`config.mk`:
```
export PLATFORM = sky130hd
export DESIGN_NAME = fb_pingpong_writer
export DESIGN_NICKNAME = d
export VERILOG_FILES = /design/src/rtl/fb_pingpong_writer.sv
export SDC_FILE = /design/constraint.sdc
export NUM_CORES = 1
export LEC_CHECK = 0
export BUFFER_PORTS_ARGS = -buffer_cell sky130_fd_sc_hd__buf_2
export CAP_MARGIN = 10
export CORE_MARGIN = 2
export CORE_UTILIZATION = 59
export CTS_BUF_LIST = sky130_fd_sc_hd__clkbuf_8
export CTS_CLUSTER_SIZE = 14
export DETAILED_ROUTE_END_ITERATION = 12
export PLACE_DENSITY_LB_ADDON = 0.08
export SETUP_SLACK_MARGIN = 0.1
export SLEW_MARGIN = 5
export SYNTH_ARGS = -nofsm -noshare
export SYNTH_HDL_FRONTEND = slang
export SYNTH_SLANG_ARGS = --single-unit
```
`constraint.sdc`:
```
create_clock -name sys_clk -period 6.21 [get_ports sys_clk]
set_input_delay 0.9315 -clock sys_clk [delete_from_list [all_inputs] [get_ports sys_clk]]
set_output_delay 0.9315 -clock sys_clk [all_outputs]
set_load 0.05 [all_outputs]
```
`src/rtl/fb_pingpong_writer.sv`:
```
// Ping-pong frame-buffer writer: steers camera words into one RAM bank while the display reads the other.
// Optional build macro FB_STATS_EN adds saturating frames_done / frames_dropped counters.
module fb_pingpong_writer #(
   parameter int H_WORDS = 80,
   parameter int V_LINES = 240,
   parameter int ADDR_W  = 17
) (
   input  logic              sys_clk,
   input  logic              reset,
   input  logic              enable,
   input  logic              frame_start,
   input  logic              line_start,
   input  logic              pix_valid,
   input  logic [31:0]       pix_data,
   input  logic              rd_vsync,
   output logic              wr_en,
   output logic [ADDR_W-1:0] wr_addr,
   output logic [31:0]       wr_data,
   output logic              rd_bank,
   output logic [ADDR_W-1:0] rd_base,
   output logic              busy,
   output logic              swap_pending
`ifdef FB_STATS_EN
   ,
   output logic [15:0]       frames_done,
   output logic [15:0]       frames_dropped
`endif
);

   localparam int WW = $clog2(H_WORDS + 1);
   localparam int LW = $clog2(V_LINES + 1);
   localparam logic [ADDR_W-1:0] FRAME_WORDS = ADDR_W'(H_WORDS * V_LINES);
   localparam logic [WW-1:0]     WORD_MAX    = WW'(H_WORDS);
   localparam logic [WW-1:0]     WORD_LAST   = WW'(H_WORDS - 1);
   localparam logic [LW-1:0]     LINE_LAST   = LW'(V_LINES - 1);

   typedef enum logic [1:0] {
      S_IDLE    = 2'd0,
      S_WAIT_FS = 2'd1,
      S_ACTIVE  = 2'd2,
      S_DONE    = 2'd3
   } state_t;

   state_t            state_r;
   logic [WW-1:0]     word_r;
   logic [LW-1:0]     line_r;
   logic [ADDR_W-1:0] line_base_r;
   logic              wb_r;
   logic              rd_bank_r;
   logic [ADDR_W-1:0] rd_base_r;
   logic              wr_en_r;
   logic [ADDR_W-1:0] wr_addr_r;
   logic [31:0]       wr_data_r;
   logic              busy_r;
   logic              swap_pending_r;

   logic [ADDR_W-1:0] wr_addr_s;
   logic              word_ok_s;
   logic              last_write_s;

   // Next write address and end-of-frame detection for the current counters
   always_comb begin
      wr_addr_s    = (wb_r ? FRAME_WORDS : {ADDR_W{1'b0}}) + line_base_r + ADDR_W'(word_r);
      word_ok_s    = (word_r < WORD_MAX);
      last_write_s = 1'b0;
      if ((word_r == WORD_LAST) && (line_r == LINE_LAST)) begin
         last_write_s = 1'b1;
      end else begin
         last_write_s = 1'b0;
      end
   end

   // Capture FSM: counters, bank swap and registered RAM write port
   always_ff @(posedge sys_clk or posedge reset) begin
      if (reset) begin
         state_r        <= S_IDLE;
         word_r         <= {WW{1'b0}};
         line_r         <= {LW{1'b0}};
         line_base_r    <= {ADDR_W{1'b0}};
         wb_r           <= 1'b0;
         rd_bank_r      <= 1'b1;
         rd_base_r      <= FRAME_WORDS;
         wr_en_r        <= 1'b0;
         wr_addr_r      <= {ADDR_W{1'b0}};
         wr_data_r      <= 32'd0;
         busy_r         <= 1'b0;
         swap_pending_r <= 1'b0;
      end else begin
         wr_en_r <= 1'b0;
         if (!enable) begin
            state_r <= S_IDLE;
            busy_r  <= 1'b0;
         end else begin
            case (state_r)
               S_IDLE: begin
                  state_r <= S_WAIT_FS;
               end
               S_WAIT_FS: begin
                  if (frame_start) begin
                     state_r        <= S_ACTIVE;
                     busy_r         <= 1'b1;
                     word_r         <= {WW{1'b0}};
                     line_r         <= {LW{1'b0}};
                     line_base_r    <= {ADDR_W{1'b0}};
                     swap_pending_r <= 1'b0;
                  end
               end
               S_ACTIVE: begin
                  if (frame_start) begin
                     word_r      <= {WW{1'b0}};
                     line_r      <= {LW{1'b0}};
                     line_base_r <= {ADDR_W{1'b0}};
                  end else if (line_start) begin
                     // First line_start of a frame (word==0) and overflow lines are ignored
                     if ((word_r != {WW{1'b0}}) && (line_r != LINE_LAST)) begin
                        line_r      <= line_r + LW'(1);
                        line_base_r <= line_base_r + ADDR_W'(H_WORDS);
                        word_r      <= {WW{1'b0}};
                     end
                  end else if (pix_valid && word_ok_s) begin
                     wr_en_r   <= 1'b1;
                     wr_addr_r <= wr_addr_s;
                     wr_data_r <= pix_data;
                     word_r    <= word_r + WW'(1);
                     if (last_write_s) begin
                        state_r        <= S_DONE;
                        busy_r         <= 1'b0;
                        swap_pending_r <= 1'b1;
                     end
                  end
               end
               S_DONE: begin
                  if (rd_vsync && swap_pending_r) begin
                     wb_r           <= ~wb_r;
                     rd_bank_r      <= ~rd_bank_r;
                     rd_base_r      <= rd_bank_r ? {ADDR_W{1'b0}} : FRAME_WORDS;
                     swap_pending_r <= 1'b0;
                  end
                  if (frame_start) begin
                     state_r        <= S_ACTIVE;
                     busy_r         <= 1'b1;
                     word_r         <= {WW{1'b0}};
                     line_r         <= {LW{1'b0}};
                     line_base_r    <= {ADDR_W{1'b0}};
                     swap_pending_r <= 1'b0;
                  end
               end
               default: begin
                  state_r <= S_IDLE;
                  busy_r  <= 1'b0;
               end
            endcase
         end
      end
   end

   assign wr_en        = wr_en_r;
   assign wr_addr      = wr_addr_r;
   assign wr_data      = wr_data_r;
   assign rd_bank      = rd_bank_r;
   assign rd_base      = rd_base_r;
   assign busy         = busy_r;
   assign swap_pending = swap_pending_r;

`ifdef FB_STATS_EN
   logic [15:0] frames_done_r;
   logic [15:0] frames_dropped_r;
   logic        done_evt_s;
   logic        drop_evt_s;

   function automatic logic [15:0] sat_inc(input logic [15:0] v);
      return (v == 16'hFFFF) ? v : (v + 16'd1);
   endfunction

   // Frame completion and abort events, mirroring the FSM decisions
   always_comb begin
      done_evt_s = 1'b0;
      drop_evt_s = 1'b0;
      if (!enable) begin
         drop_evt_s = (state_r == S_ACTIVE);
      end else begin
         case (state_r)
            S_ACTIVE: begin
               if (frame_start) begin
                  drop_evt_s = 1'b1;
               end else if (!line_start && pix_valid && word_ok_s && last_write_s) begin
                  done_evt_s = 1'b1;
               end else begin
                  done_evt_s = 1'b0;
               end
            end
            S_DONE: begin
               if (frame_start && swap_pending_r && !rd_vsync) begin
                  drop_evt_s = 1'b1;
               end else begin
                  drop_evt_s = 1'b0;
               end
            end
            default: begin
               drop_evt_s = 1'b0;
            end
         endcase
      end
   end

   // Saturating statistics counters
   always_ff @(posedge sys_clk or posedge reset) begin
      if (reset) begin
         frames_done_r    <= 16'd0;
         frames_dropped_r <= 16'd0;
      end else begin
         if (done_evt_s) frames_done_r <= sat_inc(frames_done_r);
         if (drop_evt_s) frames_dropped_r <= sat_inc(frames_dropped_r);
      end
   end

   assign frames_done    = frames_done_r;
   assign frames_dropped = frames_dropped_r;
`endif

endmodule

```
==> results, run 1 <==
- The congestion estimate from routability-driven global placement came to 0.817.
- Setup slack on the worst reg-to-reg path comes out at 3500 ps.
- Summed over all layers, the global routing overflow is 0.
- Hold repair after CTS inserted 0 buffers.
- The top-level port count is 109.
- The critical path contains buffers and inverters numbering 3 combined.
- The routed design could run at a clock period as short as 2900 ps.
- The via count of the first global-routing pass came to 3322.
- Along the worst path, the maximum fanout reaches 66.
- The post-CTS clock slew at the launch and capture registers of the worst setup and hold paths is 90 ps.
- The count of buffers added on input and output ports is 95.
- The initial detailed-routing violation count is 169.
- The part of the power in combinational logic is 0.208.
- The detail route stage leaves a number of antenna-violating nets equal to 0.
- After detailed routing, the average wire length per cell comes to 13.3 um.
- After the last flow step, the layout net total stands at 598.
- The category of cells accounting for the largest share of critical-path delay is buffers and inverters.
- Max-cap violations in this run came to 0.
- The number of placement rows is 30.
- The final period utilization is 0.468.
- Setup repair after global routing left no endpoint under its margin.
- The total negative slack is 0 ps.
- Of the total power, the share spent switching nets is 0.327.
- The buffers inserted during post-CTS setup optimization is 0.
- The slowest stage of the critical path belongs to the cell sky130_fd_sc_hd__inv_2.
- For this run, the detailed router's first-pass iteration total came to 4.
- After synthesis, the mean cell area works out to 8.99 sq um.
- The total number of yosys warnings is 0.
- The run finished with clean final reports.
- After synthesis, the share of flip-flops with an asynchronous set or reset is 1.00.
- The commonest register cell after synthesis is sky130_fd_sc_hd__dfrtp_1.
- The first global-routing pass estimated 14.4 mm of wire.
- In the layout the commonest cells are sky130_fd_sc_hd__nand2_1, sky130_fd_sc_hd__buf_2, sky130_fd_sc_hd__dfrtp_1.
- The critical path data arrival time is 3210 ps.
- The count of clock tree sinks is 84.
- In this run the horizontal extent of the chip is 87.8 um.
- Detailed placement finished with a half-perimeter wire length of 5.87 mm.
- Using the TritonRoute via totals, the vias-per-cell ratio works out to 5.37.
- The cell at the root of the clock tree is sky130_fd_sc_hd__clkbuf_8.
- The internal power of the cells totals 0.000889 W.
- The core region is 6790 sq um.
- The number of pins with negative max-slew slack in the final report is 0.
- The filler-free cell count of the finished design is 649.
- The overall track demand over capacity in global routing is 0.235.
- Measured against its own limit, the worst slew margin works out to 0.314.
- From synthesis to final layout, the design area changed by 16.3%.
- The initial antenna violation count is 0.
- The number of resized instances in the post-cts repair step is 0.
- The peak supply drop is 0.125 mV.
- In this run, CTS created clock tree buffers numbering 9.
- The element type at the critical path end is a flip-flop.
- 0 antenna diodes ended up in the layout.
- The CTS tree is built.
- The cell total after placement is 633.
- The highest attainable clock frequency is 344 MHz.
- The gate count of the mapped netlist is 461.
- In this run, synthesis inferred 0 flip-flops with an integrated enable.
- Traced cell by cell, the critical path runs through buf_2, nor4b_2, nand4_1, buf_4, inv_2, nor2_1, a2111oi_0, a211o_1.
- The worst hold path belongs to the class reg -> reg.
- By startpoint and endpoint, the worst setup path is classified as in -> reg.
- The worst clock skew is 11.9 ps.
- The buffer levels on the longest clock path is 2.
- The number of hold violations in the final report is 0.
- The routed layout has 3486 vias.
- The analysis attributes to net switching a power of 0.000433 W.
- The number of different library cells used by synthesis comes to 52.
- The largest single stage delay on the critical path is 620 ps.
- The clock tree synthesis step divided the H-tree into 3 levels.
- Of the cells placed in the final design, the portion with a size suffix greater than 1 is 0.239.
- The required time of the critical path is 6510 ps.
- The leakage power summed over all cells is 2.51 nW.
- The largest net degree at the start of global routing is 85.
- Leaving out fill and tap cells, the most frequent cell in the layout is sky130_fd_sc_hd__nand2_1.
- The floorplan step defined a die boundary enclosing 7710 sq um.
- The synthesized cell area is 4150 sq um.
- In this run the vertical extent of the chip is 87.8 um.
- Setup violations remaining at the end of the flow were counted as 0.
- In the routed design, unresolved DRC markers number 0.
- At the later pin of the worst-skew pair, clock insertion delay measures 360 ps.
- The initial utilization of the core area, before any placement, comes to 0.610.
- The number of register bits inferred by synthesis is 84.
- Of the total power, the clock network draws 0.323.
- Of the total power, registers draw 0.469.
- STA classifies the critical path startpoint as a primary input.
- The sequential area share after synthesis is 0.507.
- The power per cell area is 274 nW/um^2.
- For the pin with the worst max-slew slack, the measured transition is 1030 ps.
- The total wire length after detailed routing is 8.60 mm.
cell usage after synthesis (4+ instances only):
cell type	count	area [sq um]
sky130_fd_sc_hd__xnor2_1	6	52.6
sky130_fd_sc_hd__dfrtp_1	83	2080
sky130_fd_sc_hd__o21ai_0	36	180
sky130_fd_sc_hd__inv_1	7	26.3
sky130_fd_sc_hd__o22a_2	9	90.1
sky130_fd_sc_hd__clkbuf_1	11	41.3
sky130_fd_sc_hd__nand2_1	149	559
sky130_fd_sc_hd__nand4_1	4	25.0
sky130_fd_sc_hd__and3_1	4	25.0
sky130_fd_sc_hd__nand3_1	9	45.0
sky130_fd_sc_hd__a21oi_1	10	50.1
sky130_fd_sc_hd__nor3_1	7	35.0
sky130_fd_sc_hd__ha_1	11	138
sky130_fd_sc_hd__a211oi_1	4	30.0
sky130_fd_sc_hd__xor2_1	5	43.8
sky130_fd_sc_hd__nor2_1	23	86.3
sky130_fd_sc_hd__buf_4	18	135
sky130_fd_sc_hd__a31oi_1	10	62.6
sky130_fd_sc_hd__o31ai_1	8	60.1
sky130_fd_sc_hd__nor4_1	4	25.0
metal layers:
layer	share of wire	vias up	global-route usage
met5	0	-	0
met4	0.013	0	0.0909
met3	0.056	10	0.0424
met2	0.46	102	0.398
met1	0.47	1644	0.301
li1	-	1730	-
cell families after synthesis:
family | synth area share
AND/OR/NAND/NOR | 0.226
buffers and inverters | 0.0555
flip-flops | 0.507
adder cells (fa/ha/maj) | 0.0332
multiplexers | 0.00272
other | 0.000904
AO/OA/AOI/OAI | 0.151
XOR/XNOR | 0.0232
per-stage QoR:
step	instance area [sq um]	setup slack, ps	util	hold slack, ps	power, W
floorplan	4190	3120	-	465	0.000842
global placement	4600	3100	0.678	452	0.000898
detailed placement	4600	2950	0.678	458	0.000905
CTS	4820	3330	0.710	479	0.00133
global route	4820	3060	0.710	498	0.00138
finish	4820	3310	0.710	474	0.00132
power groups by stage:
| stage | clock, W | combinational, W | sequential [W] |
|---|---|---|---|
| 6_report | 0.000427 | 0.000274 | 0.000620 |
| 5_1_grt | 0.000459 | 0.000297 | 0.000625 |
| 4_1_cts | 0.000435 | 0.000277 | 0.000619 |
| 3_5_place_dp | 0 | 0.000275 | 0.000630 |
| 3_3_place_gp | 0 | 0.000270 | 0.000629 |
| 2_1_floorplan | 0 | 0.000101 | 0.000741 |
registers in the layout, indices dropped and copies added, names as in the netlist:
signal,count
swap_pending,1
line_r,8
state_r,2
wr_data,32
wr_addr,17
line_base_r,13
rd_base,1
wb_r,1
wr_en,1
busy,1
word_r,7
worst reg2reg max path, cell delays in order (launching register included):
cell and delay, ps:
sky130_fd_sc_hd__dfrtp_1 470, sky130_fd_sc_hd__nor4b_2 350, sky130_fd_sc_hd__nand4_1 130, sky130_fd_sc_hd__buf_4 320, sky130_fd_sc_hd__inv_2 640, sky130_fd_sc_hd__nor2_1 90, sky130_fd_sc_hd__a2111oi_0 470, sky130_fd_sc_hd__a211o_1 190
area by class of cell:
type / count / area [sq um]
inverter: 8 / 31.3
clock buffer: 10 / 138
timing repair buffer: 97 / 490
tap: 96 / 120
sequential: 84 / 2100
multi-input combinational: 348 / 1860
fill: 543 / 1970
clock inverter: 6 / 82.6
final timing paths:
check	start	to	depth (start not counted)
worst min register to register	wr_data[12]	wr_data[12]	2
worst min-delay path	wr_data[12]	wr_data[12]	2
worst max register to register	state_r[0]	wr_addr[15]	7
max in group asynchronous	reset	line_base_r[10]	3
worst max-delay path	line_start	wr_addr[15]	8
min in group asynchronous	reset	wr_data[1]	3
Power figures use the tool's default switching activity.
==> inputs of run 2 (changes only) <==
CORE_UTILIZATION = 55   (was 59)
clock period = 2.8 ns   (was 6.21 ns; I/O delays follow)
==> run 2 against run 1 <==
Compared with the run above:
- largest power group unchanged
- sequential share of layout area decreased by 0.41 points
- wire length fell by 0.91%
- cell area increased by 0.96%
- critical path depth fell by 2
- sequential power increased by 120%
- clock power rose by 130%
- via count shrank 1.5%
==> results, run 2 (same netlist as run 1, synthesis figures left out) <==
- The flow ran to the end, and the final reports show no timing, DRC or antenna violations.
- The total setup violations reported at the end of the flow is 0 (unchanged).
- The post-CTS clock slew at the launch and capture registers of the worst setup and hold paths was 80 ps (about the same).
- The vias per cell came to 5.25 (-2.2%).
- The number of levels in the clock H-tree is 3 (unchanged).
- The launch point of the worst reg-to-reg path is word_r[5].
- The area of the die is 8250 sq um (+6.9%).
- The top-level port count came to 109 (unchanged).
- The critical path goes through ha_1, a211oi_1, nor4_1, o31ai_1, xnor2_1, mux2_2.
- The total half-perimeter wirelength after legalization and detailed placement is 6.00 mm (+2.3%).
- The critical register-to-register path endpoint is wr_addr[16].
- The total wire length after detailed routing came to 8.52 mm (-0.91%).
- The worst slew margin relative to its limit is 0.354 (+0.0402).
- The buffer levels on the longest clock path is 2 (unchanged).
- The cell sitting at the root of the clock tree is a sky130_fd_sc_hd__clkbuf_8.
- The number of buffers and inverters on the critical path is 0 (-3).
- The count of hold buffers inserted by post-cts repair is 0 (unchanged).
- The number of nets in the finished design came to 600 (+0.33%).
- The clock latency of the later-clocked register in the worst-skew pair is 340 ps (-20 ps).
- The highest attainable clock frequency is 465 MHz.
- The number of resized instances in the post-cts repair step was 0 (unchanged).
- The tightest hold margin is 252 ps (-222 ps).
- The remaining design rule violation count was 0 (unchanged).
- The peak supply drop was 0.366 mV (+190%).
- Of the available clock period, the critical path in the final layout requires 0.768.
- The total negative slack is 0 ps (unchanged).
- The total via count in the routed design is 3435 (-1.5%).
- The number of placement rows was 31 (+3.3%).
- The largest stage delay on the critical path is 470 ps (-150 ps).
- The number of detailed-routing iterations run before antenna repair is 4 (unchanged).
- The leading cell type in the layout, fill and taps excluded is sky130_fd_sc_hd__nand2_1.
- The worst reg-to-reg path cell count is 6 (-1).
- The buffers inserted during post-CTS setup optimization is 0 (unchanged).
- The initial antenna violation count is 0 (unchanged).
- The total of fill cells in the finished design came to 620 (+14%).
- The library cells used most frequently in the layout, excluding fill and tap cells, are sky130_fd_sc_hd__nand2_1, sky130_fd_sc_hd__buf_2, sky130_fd_sc_hd__dfrtp_1.
- The category of cells accounting for the largest share of critical-path delay is compound AO/OA/AOI/OAI gates.
- The effective utilization at floorplan came to 0.569 (-0.0417).
- The maximum net fanout on the critical path is 7 (-89%).
- The area of the core is 7290 sq um (+7.3%).
- The number of flip-flops under the largest register name is 32 (unchanged).
- The reported max-cap violation count came to 0 (unchanged).
- The min-delay analysis places its worst path in the category in -> async.
- The diode insertion count for antenna repair came to 0 (unchanged).
- The chip height is 90.8 um (+3.4%).
- The largest net degree at the start of global routing was 66 (-22%).
- The element type at the critical path end is a flip-flop.
- The via count of the first global-routing pass is 3128 (-5.8%).
- The number of nets with antenna violations after detailed routing came to 0 (unchanged).
- The final routed wire length divided by cell count is 13.0 um (-1.7%).
- The power per cell area is 608 nW/um^2 (+120%).
- The number of buffer cells added on primary ports is 95 (unchanged).
- The worst clock skew is 8.16 ps (-3.72 ps).
- The critical path data arrival time is 2380 ps (-830 ps).
- The number of hold violations in the final report came to 0 (unchanged).
- The minimum setup slack among reg-to-reg paths is 650 ps (-2850 ps).
- The count of clock tree sinks is 84 (unchanged).
- For the finished layout, the period the worst path requires is 2150 ps.
- TritonCTS built the clock tree.
- The worst setup path is launched from a flip-flop.
- The required time of the critical path was 3030 ps (-3480 ps).
- The clock buffer count from CTS is 9 (unchanged).
- The number of pins with negative max-slew slack in the final report is 0 (unchanged).
- The initial detailed-routing violation count is 102 (-40%).
- By startpoint and endpoint, the worst setup path is classified as reg -> reg.
- For this design, the slowest cell found on the critical path is sky130_fd_sc_hd__dfrtp_1.
- The slew of the pin with the lowest slew margin is 969 ps (-60.3 ps).
- The overall track demand over capacity in global routing is 0.220 (-0.0148).
- Compared with the post-synthesis result, the final layout area differs by 17.4%.
- The leakage power summed over all cells is 2.53 nW (+0.60%).
- The share of final-layout standard cells stronger than drive strength 1 is 0.245 (+0.00635).
- The first-pass GRT wire length is 14.8 mm (+2.8%).
- The horizontal die dimension is 90.8 um (+3.4%).
- The residual overflow from global routing is 0 (unchanged).
- Setup repair after global routing left no endpoint under its margin.
- The final weighted congestion in routability-driven placement is 0.801 (-1.9%).
-- run 2: changes by cell type in the layout (fill, tap and decap cells not counted) --
cell	change
sky130_fd_sc_hd__clkinv_4	+1
sky130_fd_sc_hd__buf_4	+1
sky130_fd_sc_hd__clkbuf_8	+1
sky130_fd_sc_hd__buf_12	+1
sky130_fd_sc_hd__inv_1	-2
-- run 2: cell type report --
class / count / area, sq um / area share
Multi-Input combinational cell: 348 / 1860 / 0.382
Inverter: 8 / 31.3 / 0.00642
Sequential cell: 84 / 2100 / 0.432
Clock inverter: 5 / 83.8 / 0.0172
Tap cell: 99 / 124 / 0.0254
Timing Repair Buffer: 99 / 518 / 0.106
Clock buffer: 11 / 151 / 0.0311
-- run 2: per-layer routing --
| metal | vias to the layer above | part of all wire | global-route usage |
|---|---|---|---|
| met5 | - | 0 | 0 |
| met4 | 0 | 0.016 | 0.0783 |
| met3 | 11 | 0.050 | 0.0351 |
| met2 | 88 | 0.45 | 0.346 |
| met1 | 1612 | 0.49 | 0.312 |
| li1 | 1724 | - | - |
-- run 2: per-stage QoR --
stage	power [W]	utilization	std cells	worst slack [ps]	cell area (sq um)
global placement	0.00200	0.636	638	710	4630
floorplan	0.00187	-	473	217	4190
CTS	0.00299	0.668	654	648	4870
finish	0.00296	0.668	654	648	4870
global route	0.00311	0.668	654	501	4870
detailed placement	0.00201	0.636	638	643	4630
-- run 2: power breakdown --
group          switching (W)  internal (W)
logic               0.000463      0.000147
registers          0.0000662       0.00131
clock network       0.000427      0.000552
-- run 2: how the worst max path moves through the flow --
stage,cells past startpoint,to,from
3_5_place_dp,7,wr_addr[15],line_start
3_3_place_gp,6,wr_addr[16],word_r[5]
4_1_cts,6,wr_addr[16],word_r[5]
6_report,6,wr_addr[16],word_r[5]
5_1_grt,6,wr_addr[16],word_r[5]
2_1_floorplan,1,busy,reset
-- run 2: worst register-to-register path: stages (launching register included) --
cell and delay, ps:
sky130_fd_sc_hd__dfrtp_1 470, sky130_fd_sc_hd__ha_1 370, sky130_fd_sc_hd__a211oi_1 460, sky130_fd_sc_hd__nor4_1 100, sky130_fd_sc_hd__o31ai_1 260, sky130_fd_sc_hd__xnor2_1 110
sky130_fd_sc_hd__mux2_2 260
